===== src/rtl/pwm_capture_if.sv =====
// PWM capture port bundle: the raw PWM input plus the measurement results.
// The master side drives the waveform and reads results; the slave side is
// the capture block itself.
interface pwm_capture_if #(
  parameter int CNT_W = 20
);
  logic             pwm_in;
  logic [CNT_W-1:0] high_count;
  logic [CNT_W-1:0] period_count;
  logic             meas_valid;
  logic             stuck;
  logic             stuck_level;

  modport master (
    output pwm_in,
    input  high_count,
    input  period_count,
    input  meas_valid,
    input  stuck,
    input  stuck_level
  );

  modport slave (
    input  pwm_in,
    output high_count,
    output period_count,
    output meas_valid,
    output stuck,
    output stuck_level
  );
endinterface


===== src/rtl/pwm_capture.sv =====
// PWM capture: measures the high time and rise-to-rise period of an
// asynchronous PWM input in clk cycles, and flags a lost or constant input
// when no rising edge arrives within TIMEOUT cycles.
//
// The first rising edge after reset or after a timeout only arms the block;
// a measurement is reported on every later rising edge. When a rising edge
// and the timeout coincide the edge wins, so a period of exactly TIMEOUT is
// still measured. Results hold across a timeout; only stuck reports loss.
module pwm_capture #(
  parameter int               CNT_W   = 20,
  parameter logic [CNT_W-1:0] TIMEOUT = 20'd20_000
) (
  input  logic           clk,
  input  logic           rst_n,
  pwm_capture_if.slave   bus
);

  typedef enum logic [1:0] {
    S_IDLE = 2'd0,
    S_HIGH = 2'd1,
    S_LOW  = 2'd2
  } state_t;

  localparam logic [CNT_W-1:0] CNT_ZERO = {CNT_W{1'b0}};
  localparam logic [CNT_W-1:0] CNT_ONE  = {{(CNT_W-1){1'b0}}, 1'b1};

  // Input conditioning: two synchronizer stages then one delay stage.
  logic sync1;
  logic pwm_s;
  logic pwm_d;
  logic rise;
  logic fall;

  // Measurement state.
  logic [CNT_W-1:0] cnt;
  logic [CNT_W-1:0] hi_lat;
  logic             timeout_hit;
  state_t           state;
  state_t           state_next;

  // Decoded actions from the FSM output process.
  logic meas_fire;
  logic hi_load;
  logic stuck_set;
  logic stuck_clr;
  logic track_level;

  assign rise = pwm_s & ~pwm_d;
  assign fall = ~pwm_s & pwm_d;

  // A rising edge always takes priority over the timeout.
  assign timeout_hit = (cnt == TIMEOUT) & ~rise;

  // Synchronize the asynchronous input and keep a delayed copy for edges.
  always_ff @(posedge clk) begin
    if (!rst_n) begin
      sync1 <= 1'b0;
      pwm_s <= 1'b0;
      pwm_d <= 1'b0;
    end else begin
      sync1 <= bus.pwm_in;
      pwm_s <= sync1;
      pwm_d <= pwm_s;
    end
  end

  // Cycle counter: restarts at 1 on every rise, otherwise saturates at TIMEOUT.
  always_ff @(posedge clk) begin
    if (!rst_n) begin
      cnt <= CNT_ZERO;
    end else if (rise) begin
      cnt <= CNT_ONE;
    end else if (cnt == TIMEOUT) begin
      cnt <= cnt;
    end else begin
      cnt <= cnt + CNT_ONE;
    end
  end

  // FSM state register.
  always_ff @(posedge clk) begin
    if (!rst_n) begin
      state <= S_IDLE;
    end else begin
      state <= state_next;
    end
  end

  // FSM next state: rise re-enters S_HIGH, timeout drops to S_IDLE, fall ends the high phase.
  always_comb begin
    state_next = state;
    if (rise) begin
      state_next = S_HIGH;
    end else if (timeout_hit) begin
      state_next = S_IDLE;
    end else begin
      case (state)
        S_IDLE: begin
          state_next = S_IDLE;
        end
        S_HIGH: begin
          if (fall) begin
            state_next = S_LOW;
          end else begin
            state_next = S_HIGH;
          end
        end
        S_LOW: begin
          state_next = S_LOW;
        end
        default: begin
          state_next = S_IDLE;
        end
      endcase
    end
  end

  // FSM outputs: decode which registers update this cycle.
  always_comb begin
    meas_fire   = 1'b0;
    hi_load     = 1'b0;
    stuck_set   = timeout_hit;
    stuck_clr   = rise;
    track_level = 1'b0;
    case (state)
      S_IDLE: begin
        meas_fire = 1'b0;
        hi_load   = 1'b0;
      end
      S_HIGH: begin
        meas_fire = 1'b0;
        hi_load   = fall & ~timeout_hit;
      end
      S_LOW: begin
        meas_fire = rise;
        hi_load   = 1'b0;
      end
      default: begin
        meas_fire = 1'b0;
        hi_load   = 1'b0;
      end
    endcase
    if (!rise && (timeout_hit || bus.stuck)) begin
      track_level = 1'b1;
    end else begin
      track_level = 1'b0;
    end
  end

  // Latch the high time at the falling edge of the current period.
  always_ff @(posedge clk) begin
    if (!rst_n) begin
      hi_lat <= CNT_ZERO;
    end else if (hi_load) begin
      hi_lat <= cnt;
    end else begin
      hi_lat <= hi_lat;
    end
  end

  // Registered measurement results and the valid strobe.
  always_ff @(posedge clk) begin
    if (!rst_n) begin
      bus.high_count   <= CNT_ZERO;
      bus.period_count <= CNT_ZERO;
      bus.meas_valid   <= 1'b0;
    end else begin
      bus.meas_valid <= meas_fire;
      if (meas_fire) begin
        bus.high_count   <= hi_lat;
        bus.period_count <= cnt;
      end else begin
        bus.high_count   <= bus.high_count;
        bus.period_count <= bus.period_count;
      end
    end
  end

  // Loss-of-signal flag and the input level seen while it is raised.
  always_ff @(posedge clk) begin
    if (!rst_n) begin
      bus.stuck       <= 1'b0;
      bus.stuck_level <= 1'b0;
    end else begin
      if (stuck_clr) begin
        bus.stuck <= 1'b0;
      end else if (stuck_set) begin
        bus.stuck <= 1'b1;
      end else begin
        bus.stuck <= bus.stuck;
      end
      if (track_level) begin
        bus.stuck_level <= pwm_s;
      end else begin
        bus.stuck_level <= bus.stuck_level;
      end
    end
  end

endmodule


===== src/flat_wrapper.sv =====
// flat-port wrapper written by rule: the top's interface ports become plain ports
module pwm_capture_flat 
#(
  parameter int               CNT_W   = 20,
  parameter logic [CNT_W-1:0] TIMEOUT = 20'd20_000
)
  (clk, rst_n, bus_pwm_in, bus_high_count, bus_period_count, bus_meas_valid, bus_stuck, bus_stuck_level);
  pwm_capture_if #(.CNT_W(CNT_W)) bus_i ();
  input  logic clk;
  input  logic rst_n;
  input wire logic [$bits(bus_i.pwm_in)-1:0] bus_pwm_in;
  output wire logic [$bits(bus_i.high_count)-1:0] bus_high_count;
  output wire logic [$bits(bus_i.period_count)-1:0] bus_period_count;
  output wire logic [$bits(bus_i.meas_valid)-1:0] bus_meas_valid;
  output wire logic [$bits(bus_i.stuck)-1:0] bus_stuck;
  output wire logic [$bits(bus_i.stuck_level)-1:0] bus_stuck_level;
  assign bus_i.pwm_in = bus_pwm_in;
  assign bus_high_count = bus_i.high_count;
  assign bus_period_count = bus_i.period_count;
  assign bus_meas_valid = bus_i.meas_valid;
  assign bus_stuck = bus_i.stuck;
  assign bus_stuck_level = bus_i.stuck_level;
  pwm_capture #(.CNT_W(CNT_W), .TIMEOUT(TIMEOUT)) u_core (.clk(clk), .rst_n(rst_n), .bus(bus_i));
endmodule

===== config.mk =====
export PLATFORM = sky130hd
export DESIGN_NAME = pwm_capture_flat
export DESIGN_NICKNAME = d
export VERILOG_FILES = /design/src/rtl/pwm_capture_if.sv /design/src/rtl/pwm_capture.sv /design/src/flat_wrapper.sv
export SDC_FILE = /design/constraint.sdc
export NUM_CORES = 1
export LEC_CHECK = 0
export ABC_AREA = 0
export CAP_MARGIN = 20
export CORE_AREA = 3 3 91 136
export DETAILED_ROUTE_END_ITERATION = 10
export DIE_AREA = 0 0 94 139
export GPL_TIMING_DRIVEN = 0
export PLACE_DENSITY = 0.45
export SYNTH_ARGS = -nofsm -noshare
export SYNTH_HDL_FRONTEND = slang
export SYNTH_SLANG_ARGS = --single-unit
export TNS_END_PERCENT = 1

===== constraint.sdc =====
create_clock -name clk -period 3.35 [get_ports clk]
set_clock_uncertainty 0.1 [all_clocks]
set_input_delay 0.67 -clock clk [delete_from_list [all_inputs] [get_ports clk]]
set_output_delay 0.67 -clock clk [all_outputs]
set_load 0.005 [all_outputs]

# Word level (Yosys, flattened, before mapping)
# Index checks and enable logic that the tools add are counted.
# classes
add_sub_neg,1
eq_ne,4
muxes,9
bitwise_logic,9
reduce_logical,5
# op_table
op,count
$add 20x1->20 const B,1
$eq 20x15->1 const B,1
$mux 1,7
$not 1->1,5
$and 1x1->1,4
$pmux 2 s2,1
$reduce_or 3->1,1
$eq 2x1->1 const B,1
$eq 2x2->1 const B,1
$mux 2,1
$ne 2x1->1 const B,1
$reduce_or 2->1,1
$logic_and 1x1->1,1
$logic_not 1->1,1
$logic_or 1x1->1,1
# word_totals
reg_bits,88
inputBits,3
out_inout_bits,43

# Logic depth before layout (Yosys ltp)
# depth
depth_word,7
ltp_mapped,8
depth_no_buf,7

# Worst setup path after synthesis
# Ideal clock, no wire load.
# synth_path
path_type,register to register
from,register u_core.cnt[0]
to,register u_core.cnt[0]
t_arrival_ns,1.515
t_required_ns,3.134
setup_slack_ns,1.620
stages_incl_launch_ff,8
path_buffers,0
path_cell_list,dfxtp_1 inv_1 ha_1 nor4b_1 and3_1 and2_1 or3_1 and3_1
# synth_via
elab_chain_len,3
# synth_lines
element,line_no,text
"start, declared",pwm_capture.sv:35,logic [CNT_W-1:0] cnt;
"start signal, assigned",pwm_capture.sv:74,cnt <= cnt;
"start signal, assigned",pwm_capture.sv:76,cnt <= cnt + CNT_ONE;
$add 20x1->20,pwm_capture.sv:76,
$mux 1,pwm_capture.sv:73,end else if (cnt == TIMEOUT) begin
$mux 1,pwm_capture.sv:71,end else if (rise) begin
# Parallel ways exist; a longest one is shown, timed or not. The select of a mux whose other input is x is not followed.
# A chain may end at the register's enable or synchronous reset.

# Final worst setup path
# layout_path
from,input port rst_n
to,register u_core.bus.stuck_level
# layout_lines
element,line_no,text
"start, declared",flat_wrapper.sv:10,input logic rst_n;
"end signal, assigned",pwm_capture.sv:193,bus.stuck_level <= pwm_s;
"end signal, assigned",pwm_capture.sv:195,bus.stuck_level <= bus.stuck_level;
"end, declared",pwm_capture_if.sv:29,output stuck_level
# No word-level cell between the ends.

==> summary.md <==
| Metric | Value |
|---|---|
| Post_cts resized | 0 |
| Core Footprint | 11400 um^2 |
| Critical path arrival | 2400 ps |
| Synth Register Bits | 88 |
| Starting DRT DRC Count | 88 |
| Via count of the first global-routing pass | 2842 |
| Worst Max-Slew Pin Slew | 590 ps |
| Starting Density | 30.4% |
| CP startpoint kind | input port |
| Final WL | 9020 um |
| Synthesized area per cell | 8.46 um^2 |
| GP Congestion | 0.817 |
| Standard-cell rows | 48 |
| Most used DFF post-synth | dfxtp_1 |
| Worst-path clk slew | 60 ps |
| Final non-filler cell total | 620 |
| Sw Share | 20.2% |
| Post-synth EDFFs | 0 |
| Clock network fraction of total power | 48.3% |
| Mux contribution to synthesized area | 0% |
| Drt first pass iters | 4 |
| Overall routing resource usage | 14.8% |
| Die width | 94 um |
| Seq pwr share | 49.2% |
| ANT nets after route | 0 |
| Status | complete, no violations |
| TritonCTS Buffers | 9 |
| PnR Total Power | 2.15 mW |
| RSZ-0062 raised after global routing | no |
| Final nets | 473 |
| Die Span Y | 139 um |
| Clk Latency, worst-skew pair | 330 ps |
| Drc violations | 0 |
| Post-Synth Adder-Cell Area | 1.44% |
| Area after DPL | 4110 um^2 |
| Register area share after synthesis | 50.8% |
| Top Metal Used | met4 |
| Fin area | 4410 um^2 |
| Kind of critical path | input port to flop |
| Synth Area in Compound Gates | 13.2% |
| Die footprint | 13100 um^2 |
| Post-layout util | 38.7% |
| Ant. Diodes | 0 |
| First-pass GRT wire length | 14800 um |
| Simple-gate share of the synthesized area | 27.4% |
| Wl on met1 | 4000 um |
| Post-cts hold buffer count | 0 |
| Wire length per cell | 14.5 um |
| Largest net degree at the start of global routing | 14 |
| Clock Sinks | 88 |
| DR vias/cell | 4.60 |
| Synth top area share | 50.8% |
| Final setup TNS | 0 ps |
| Placed Cells | 605 |
| Final hold viol count | 0 |
| Count of cell types in the netlist | 37 |
| Max-cap check violation count | 0 |
| Switching pwr | 0.434 mW |
| XOR/XNOR Fraction of Synth Area | 3.28% |
| Worst slack, placed | 784 ps |
| Gate power share | 2.5% |
| CTS Buffer Depth | 2 |
| Syn. warnings | 0 |
| CP Data Required Time | 3520 ps |
| Port bufs | 45 |
| Max Fclk | 0.450 GHz |
| Total number of vias | 2853 |
| Root Buffer | clkbuf_16 |
| Htree depth | 3 |
| IO Pins | 46 |
| Final setup viols | 0 |
| Mapped Cells | 410 |
| Met3 WL post-DR | 217 um |
| Fin crit share | 66.3% |
| Largest cells by area after synthesis | dfxtp_1 51%, nand2_1 12%, a21boi_0 8.7%, nand3_1 4.2%, xor2_1 2.3% |
| Yosys top cell by area | dfxtp_1 |
| Setup Buffers After CTS | 0 |
| Detail Placement HPWL | 6750 um |
| CTS tree | yes |
| Power Density | 488 nW/um^2 |
| Metal2 WL | 4710 um |
| WHS | 344 ps |
| Hold WC Path Type | flop to flop |
| P&R area growth vs syn | 27.1% |
| Main combinational cell family by area after synthesis | simple AND/OR/NAND/NOR gates |
| Peak VDD IR | 0.237 mV |
| Asr flop ratio synth | 0% |
| Mapped Area | 3470 um^2 |
| Setup crit end kind | flop |
| Final worst slack | 1130 ps |
| Leakage Power | 1.51 nW |
| Syn nets | 417 |
| Slew Viols, Final | 0 |
| Minimum clock period | 2220 ps |
| Share of layout cells above drive strength 1 | 7.23% |
| Internal power | 1.72 mW |
| CP Max Fanout | 10 |
| GR Overflow Total | 0 |
| Slew HR | 60.3% |
| Initial antenna violation count | 0 |
## worst max-delay path, stage by stage
cell and delay (ps):
clkdlybuf4s50_1 680, clkbuf_1 350, buf_1 420, o221a_2 270
## sequential cells by signal (all words and copies together) (netlist names)
signal / count
u_core.bus.stuck: 1
u_core.bus.high_count: 20
u_core.bus.meas_valid: 1
u_core.state: 2
u_core.pwm_d: 1
u_core.hi_lat: 20
u_core.cnt: 20
u_core.bus.stuck_level: 1
u_core.sync1: 1
u_core.bus.period_count: 20
u_core.pwm_s: 1
## final timing paths
path | cells after the start | from | slack [ps] | endpoint
setup reg to reg | 5 | u_core.cnt[2]$_SDFFE_PP0P_ | 1330 | u_core.cnt[19]$_SDFFE_PP0P_
hold reg to reg | 1 | u_core.sync1$_SDFF_PN0_ | 340 | u_core.pwm_s$_SDFF_PN0_
hold / removal | 1 | u_core.sync1$_SDFF_PN0_ | 340 | u_core.pwm_s$_SDFF_PN0_
setup / recovery | 4 | rst_n | 1130 | u_core.bus.stuck_level$_SDFFE_PN0P_
## per-layer routing
metal	vias to the layer above	global-route usage [%]
met2	41	25.5
met1	1339	17.8
li1	1468	-
met5	-	0
met3	5	3.26
met4	0	5.02
## layout by cell type (no fill, tap or decap), types with 2 or more instances in the layout
cell / count
dfxtp_1: 88
and2_1: 8
clkbuf_1: 16
nand2_1: 115
nor2_2: 4
nor4_1: 2
buf_1: 2
nor4b_1: 2
o221a_2: 2
a21oi_1: 7
clkdlybuf4s50_1: 45
clkbuf_16: 9
xor2_1: 9
or3_1: 6
o21ai_0: 14
a21boi_0: 40
nor3_1: 2
bufinv_16: 2
ha_1: 4
inv_1: 6
buf_2: 9
and3_1: 6
nand4_1: 4
clkinv_2: 2
nor2_1: 17
nand3_1: 29
nand2b_1: 3
xnor2_1: 4
## power groups by stage
stage	sequential, mW	clock, mW	combinational [mW]
after floorplan	1.08	0	0.0364
after global placement	1.08	0	0.0538
after detailed placement	1.08	0	0.0540
after CTS	1.06	1.08	0.0546
after global routing	1.06	1.13	0.0596
final	1.06	1.04	0.0529
## area by class of cell
type | instances | area (um^2)
inverters | 6 | 22.5
well taps | 150 | 188
flip-flops and latches | 88 | 1760
repair buffers | 45 | 450
clock buffers | 11 | 233
clock inverters | 4 | 70.1
multi-input cells | 290 | 1570
fillers | 1227 | 7000
plain buffers | 26 | 113
## synthesized netlist by cell type (2+ instances only)
cell type  number
buf_1           2
o221a_2         2
nor4b_1         2
nand4_1         4
inv_1           6
ha_1            4
nor2_2          4
nand3_1        29
or3_1           6
and2_1          8
buf_2           9
nor4_1          2
clkbuf_1       14
nor3_1          2
o21ai_0        14
a21boi_0       40
xor2_1          9
and3_1          6
nand2_1       115
nand2b_1        3
dfxtp_1        88
xnor2_1         4
a21oi_1         7
nor2_1         17
## cells by family (layout without fill, tap and decap cells)
family          Yosys count  after routing
compound gates           67             67
fa+ha+maj                 4              4
simple gates            206            206
xor+xnor                 13             13
flops                    88             88
buf+inv                  32             92
No activity file was read; power rests on OpenSTA's default activity.
